==> src/rtl/wb_reg_file_pkg.sv <==
// Shared constants for the MIPS write-back register file: architectural register
// indices and default geometry/reset values.
package wb_reg_file_pkg;

  localparam int unsigned DATA_W_DEF  = 32;
  localparam int unsigned ADDR_W_DEF  = 5;
  localparam int unsigned SP_INIT_DEF = 128;

  localparam int unsigned REG_ZERO = 0;
  localparam int unsigned REG_SP   = 29;
  localparam int unsigned REG_RA   = 31;

endpackage : wb_reg_file_pkg

==> src/rtl/wb_read_port.sv <==
// One combinational read port of the register file: applies the $zero, reset-image
// and same-cycle write bypass rules on top of the stored word.
module wb_read_port
  import wb_reg_file_pkg::*;
#(
  parameter int unsigned          DATA_W  = DATA_W_DEF,
  parameter int unsigned          ADDR_W  = ADDR_W_DEF,
  parameter logic [DATA_W-1:0]    SP_INIT = DATA_W'(SP_INIT_DEF)
) (
  input  logic [ADDR_W-1:0] rd_addr,
  input  logic [DATA_W-1:0] stored,
  input  logic              wr_en,
  input  logic [ADDR_W-1:0] wr_addr,
  input  logic [DATA_W-1:0] wr_data,
  input  logic              rst,
  output logic [DATA_W-1:0] rd_data
);

  always_comb begin
    // NOTE: default first so every path assigns rd_data and no latch is inferred.
    rd_data = '0;
    if (rd_addr == ADDR_W'(REG_ZERO)) begin
      rd_data = '0;
    end else if (rst) begin
      // Reset image wins over both storage and bypass while reset is held.
      rd_data = (rd_addr == ADDR_W'(REG_SP)) ? SP_INIT : '0;
    end else if (wr_en && (wr_addr == rd_addr)) begin
      // rd_addr is non-zero here, so wr_addr is too; index 0 can never bypass.
      rd_data = wr_data;
    end else begin
      rd_data = stored;
    end
  end

endmodule : wb_read_port

==> src/rtl/wb_reg_file.sv <==
// 32x32 MIPS general register file fed by the ToReg write-back mux, with two
// combinational read ports (rs, rt) and read-during-write bypass.
module wb_reg_file
  import wb_reg_file_pkg::*;
#(
  parameter int unsigned          DATA_W  = DATA_W_DEF,
  parameter int unsigned          ADDR_W  = ADDR_W_DEF,
  parameter logic [DATA_W-1:0]    SP_INIT = DATA_W'(SP_INIT_DEF)
) (
  input  logic              clk_i,
  input  logic              rst_i,
  input  logic              wr_en_i,
  input  logic [ADDR_W-1:0] wr_addr_i,
  input  logic [DATA_W-1:0] wr_data_i,
  input  logic [ADDR_W-1:0] rs_addr_i,
  input  logic [ADDR_W-1:0] rt_addr_i,
  output logic [DATA_W-1:0] rs_data_o,
  output logic [DATA_W-1:0] rt_data_o
);

  localparam int unsigned DEPTH = 2 ** ADDR_W;

  logic [DATA_W-1:0] regs [0:DEPTH-1];

  // NOTE: the whole array is reset on purpose: software relies on a defined $sp and
  // zeroed registers after reset, which rules out a plain RAM macro here.
  always_ff @(posedge clk_i) begin
    if (rst_i) begin
      for (int i = 0; i < DEPTH; i++) begin
        // NOTE: non-blocking assignments for all sequential state.
        regs[i] <= (i == REG_SP) ? SP_INIT : '0;
      end
    end else if (wr_en_i && (wr_addr_i != ADDR_W'(REG_ZERO))) begin
      regs[wr_addr_i] <= wr_data_i;
    end
  end

  wb_read_port #(
    .DATA_W  (DATA_W),
    .ADDR_W  (ADDR_W),
    .SP_INIT (SP_INIT)
  ) u_rs_port (
    .rd_addr (rs_addr_i),
    .stored  (regs[rs_addr_i]),
    .wr_en   (wr_en_i),
    .wr_addr (wr_addr_i),
    .wr_data (wr_data_i),
    .rst     (rst_i),
    .rd_data (rs_data_o)
  );

  wb_read_port #(
    .DATA_W  (DATA_W),
    .ADDR_W  (ADDR_W),
    .SP_INIT (SP_INIT)
  ) u_rt_port (
    .rd_addr (rt_addr_i),
    .stored  (regs[rt_addr_i]),
    .wr_en   (wr_en_i),
    .wr_addr (wr_addr_i),
    .wr_data (wr_data_i),
    .rst     (rst_i),
    .rd_data (rt_data_o)
  );

endmodule : wb_reg_file

==> config.mk <==
export PLATFORM = sky130hd
export DESIGN_NAME = wb_reg_file
export DESIGN_NICKNAME = d
export VERILOG_FILES = /design/src/rtl/wb_reg_file_pkg.sv /design/src/rtl/wb_read_port.sv /design/src/rtl/wb_reg_file.sv
export SDC_FILE = /design/constraint.sdc
export NUM_CORES = 2
export LEC_CHECK = 0
export CAP_MARGIN = 15
export CORE_ASPECT_RATIO = 1.75
export CORE_UTILIZATION = 60
export CTS_BUF_LIST = sky130_fd_sc_hd__clkbuf_8
export CTS_CLUSTER_SIZE = 12
export DETAILED_ROUTE_END_ITERATION = 7
export PLACE_DENSITY = 0.77
export SYNTH_ARGS = -nofsm -noshare
export SYNTH_HDL_FRONTEND = slang
export SYNTH_SLANG_ARGS = --single-unit
==> constraint.sdc <==
create_clock -name clk_i -period 3.7 [get_ports clk_i]
set_clock_uncertainty 0.2 [all_clocks]
set_input_delay 0.74 -clock clk_i [delete_from_list [all_inputs] [get_ports clk_i]]
set_output_delay 0.74 -clock clk_i [all_outputs]
set_load 0.005 [all_outputs]
## Word-level counts from Yosys, hierarchy flattened

Memory sizes are Yosys's and may differ from the RTL's.
Cells that the tools add are included.

- Memories kept: 1
- Input port bits: 50
- RAM bits: 1024
- Register bits: 0

Memories:

| memory | words | bits a word | read ports | clocked after memory_dff | write ports | line | RTL |
|---|---|---|---|---|---|---|---|
| regs | 32 | 32 | 2 | 0 | 32 | wb_reg_file.sv:23 | `logic [DATA_W-1:0] regs [0:DEPTH-1];` |

- Multiplexer cells: 16
- Eq/ne operators: 4
- Reduce and logical (&&, ||, !) cells: 7

Operators with widths:

| kind | number |
|---|---|
| $mux 32 | 7 |
| $reduce_or 32->1 | 1 |
| $mux 8 | 2 |
| $eq 5x5->1 | 2 |
| $eq 5x5->1 const B | 2 |
| $logic_not 5->1 | 2 |
| $mux 1 | 6 |
| $mux 5 | 1 |
| $reduce_bool 5->1 | 1 |
| $logic_and 1x1->1 | 3 |

## Logic depth before layout (Yosys ltp)

- Word-level depth: 7
- Mapped depth: 8
- Gate-level depth less buffers: 5

## Cells and area by module

From an unflattened synthesis, not the netlist that was laid out.

- Cells, all modules: 4861
- Area, all modules: 57262.4 sq um

Modules (own cells, without submodules):

| module | seq. area each (sq um) | cells an instance | area an instance (sq um) | instances |
|---|---|---|---|---|
| wb_reg_file | 30749.5 | 4605 | 55853.6 | 1 |
| wb_read_port | 0.0 | 128 | 704.4 | 2 |

## Worst setup path before layout

No wires, ideal clock.

- Kind: input to output
- Start: input rt_addr_i[0]
- End: output rt_data_o[10]
- Cell stages on the path: 7
- Data arrival time: 2.351 ns
- Required time: 2.760 ns
- Path slack: 0.409 ns
- Cells stage by stage: buf_2 -> buf_6 -> buf_6 -> buf_2 -> mux4_2 -> a211oi_1 -> o41ai_2

- Cells in the longest elaborated chain, start to end: 5
- Elaborated cells between the ends (all ways): 7

Ends and longest elaborated chain:

| element | line | RTL |
|---|---|---|
| start, declared | wb_reg_file.sv:16 | `input logic [ADDR_W-1:0] rt_addr_i,` |
| parallel branches: the longest is 4 deep, another holds $mem_v2 32x32 | -- |  |
| $mux 32 * | wb_read_port.sv:22 | `if (rd_addr == ADDR_W'(REG_ZERO)) begin` |
| end, declared | wb_reg_file.sv:18 | `output logic [DATA_W-1:0] rt_data_o` |

Mark *: on every way between the ends.

==> metrics.txt <==
hold crit path type primary input to register; hold depth 4; clk sinks 1,024; Lkg Pwr 24.2 nW; number of port buffers 113; CTS max path bufs 3; instance count on the critical path 6; WHS 0.474 ns; Least-Margin Pin Slew 1.08 ns; final hold vios 0; min cycle time layout 3.79 ns; worst setup path category register to output port; Largest register FFs 1,024; unrepaired setup endpoints after global routing yes; most frequent cells in the layout 1,024 x edfxtp_1, 1,021 x and2_1, 512 x mux4_2; Core ar. 90,800 µm²; Buf/Inv on CP 2; FILL cells 5,181; Syn Area/Cell 14.9 µm²; post-synthesis cell count 3,694; Post-DP HPWL 121 mm; wl on met1 56.6 mm; Worst VDD drop 0.000444 V; cell family with most CP delay multiplexers; Post-synth EDFFs 1,024; overflow left after global routing 0; final setup fails 15; IO Pins 114; CP arrival 2.85 ns; Clk network pwr share 31.6%; Slew HR 27.9%; Hold Startpoint wr_addr_i[4]; # rows 146; Power Density 396 nW/µm²; fmax 264 MHz; Die ar. 93,100 µm²; Async SR Flop Fraction 0%; DR top layer met5; status complete, but fails checks; violated checks negative setup slack; first-pass GRT wire length 272 mm; initial core utilization 60.7%; DR pass1 iterations 8; routed length on met3 24.6 mm; hold endpoint regs[29][7]; Net Switching 7.11 mW; crit-path cells mux4_2, mux2_4, a221oi_4, buf_6, o41ai_4, buf_2; vias in the first global route 41,300; maxcap violations 0; drt total wl 192 mm; Yosys reg bits 1,024; H-tree depth 4; GRT Util Overall 41.7%; nature of the critical path endpoint output port; Die H 403 µm; Sw Share 26.7%; Slowest-stage cell, CP mux4_2; Detail Route Antenna Nets 0; Flop pwr share 51.7%; Biggest register regs; predominant post-synthesis flop cell edfxtp_1; Int Power 19.5 mW; total power 26.6 mW; post-route design area 67,200 µm²; initial antenna violation count 7; Post-Syn Area 55,100 µm²; max incr delay on CP 0.51 ns; cts bufs inserted 146; DRC violations left 0; Via Count 39,300; PnR worst setup slack -0.0853 ns; via/cell ratio 7.17; period utilization 102%; total negative slack -0.322 ns; CTS tree built; Max Fanout on Critical Path 2; Worst-path clk slew 0.07 ns; Root Buffer clkbuf_8; number of hold buffers added after cts 0; final slew viol count 0; Die Wd 231 µm; WL per Instance 35.1 µm; Syn. warnings 0; pin count of the biggest net entering global routing 64; Gate power share 16.7%; gp weighted congestion 0.929; First DRT Iteration DRCs 5,805; Area after DPL 61,500 µm²; met2 WL 93.8 mm; top flop regs regs x1024; Syn-to-layout area delta 21.9%; fraction of layout cells with a size suffix above 1 39.6%; most common cell after layout, fill and taps aside edfxtp_1; Req. time, crit path 2.76 ns; post-synthesis sequential area ratio 55.8%; Synth cell types 51; fin util 74.0%; startpoint types register; nets 4,234
## how the worst max path moves through the flow
stage | from | endpoint | slack (ns)
6_report | regs[15][2] | rs_data_o[2] | -0.09
3_3_place_gp | wr_addr_i[3] | rs_data_o[1] | -0.92
2_1_floorplan | rt_addr_i[0] | rt_data_o[10] | 0.41
4_1_cts | regs[15][2] | rs_data_o[2] | -0.11
5_1_grt | regs[15][2] | rs_data_o[2] | -0.11
3_5_place_dp | wr_addr_i[2] | rs_data_o[1] | -0.98
## per-layer routing
layer / vias up / GRT usage (%)
li1: 15100 / -
met1: 19500 / 46.9
met2: 3604 / 67.0
met3: 1060 / 11.0
met4: 6 / 33.4
met5: - / 0
## power by group through the flow
| stage | Sequential [mW] | Clock, mW | Combinational (mW) |
|---|---|---|---|
| final | 13.8 | 8.40 | 4.44 |
| after global routing | 13.8 | 8.85 | 4.54 |
| after CTS | 13.7 | 8.38 | 4.21 |
| after detailed placement | 14.0 | 0 | 3.80 |
| after global placement | 13.9 | 0 | 3.74 |
| after floorplan | 13.8 | 0 | 2.10 |
## repair_timing
action,in CTS,in global routing
resized for setup,563,107
endpoints found under the setup margin,64,58
pin swaps,98,66
gates cloned,15,4
buffers inserted,60,24
## synth_stat cells, types with 2 or more instances
cell type / n / area share (%)
a211oi_1: 62 / 0.84
a21oi_1: 3 / 0.027
a221oi_1: 61 / 0.97
a311oi_1: 2 / 0.032
and2_1: 1022 / 12
and3_1: 2 / 0.023
buf_1: 8 / 0.054
buf_2: 65 / 0.59
buf_4: 36 / 0.49
buf_6: 10 / 0.20
clkbuf_1: 283 / 1.9
edfxtp_1: 1024 / 56
mux2_2: 33 / 0.67
mux2i_1: 5 / 0.091
mux4_2: 512 / 21
nand2_1: 193 / 1.3
nand2b_1: 3 / 0.034
nand3_1: 3 / 0.027
nand3b_1: 4 / 0.054
nand4b_1: 2 / 0.032
nor2_1: 133 / 0.91
nor2b_1: 33 / 0.37
nor3_1: 3 / 0.027
o21ai_0: 2 / 0.018
o22ai_1: 62 / 0.70
o41ai_1: 31 / 0.49
o41ai_2: 29 / 0.86
or2_2: 31 / 0.35
or3_1: 7 / 0.079
xnor2_1: 6 / 0.095
xor2_1: 4 / 0.064
## worst min-delay path: stages
cell and delay [ns]:
buf_2 0.13, buf_6 0.14, nand3_1 0.25, or3_1 0.17
## metrics by stage
| step | instances | setup slack (ns) |
|---|---|---|
| floorplan | 3725 | 0.409 |
| global placement | 5134 | -0.924 |
| detailed placement | 5134 | -0.982 |
| CTS | 5451 | -0.114 |
| global route | 5478 | -0.115 |
| finish | 5480 | -0.0853 |
## kinds of logic after synthesis
logic type	share of synthesized area, %
AO/OA/AOI/OAI	4.10
buffers and inverters	3.31
multiplexers	21.7
AND/OR/NAND/NOR	14.9
other	0.00681
flip-flops	55.8
XOR/XNOR	0.159
## layout make-up
type	count	area (µm²)	share of cell area [%]
multi-input combinational	2296	24700	36.7
tap	1184	1480	2.21
timing repair buffer	715	7640	11.4
clock inverter	108	553	0.823
clock buffer	149	2050	3.05
sequential	1024	30700	45.8
antenna	3	7.51	0.0112
inverter	1	3.75	0.00559
No activity file was read; power rests on OpenSTA's default activity.
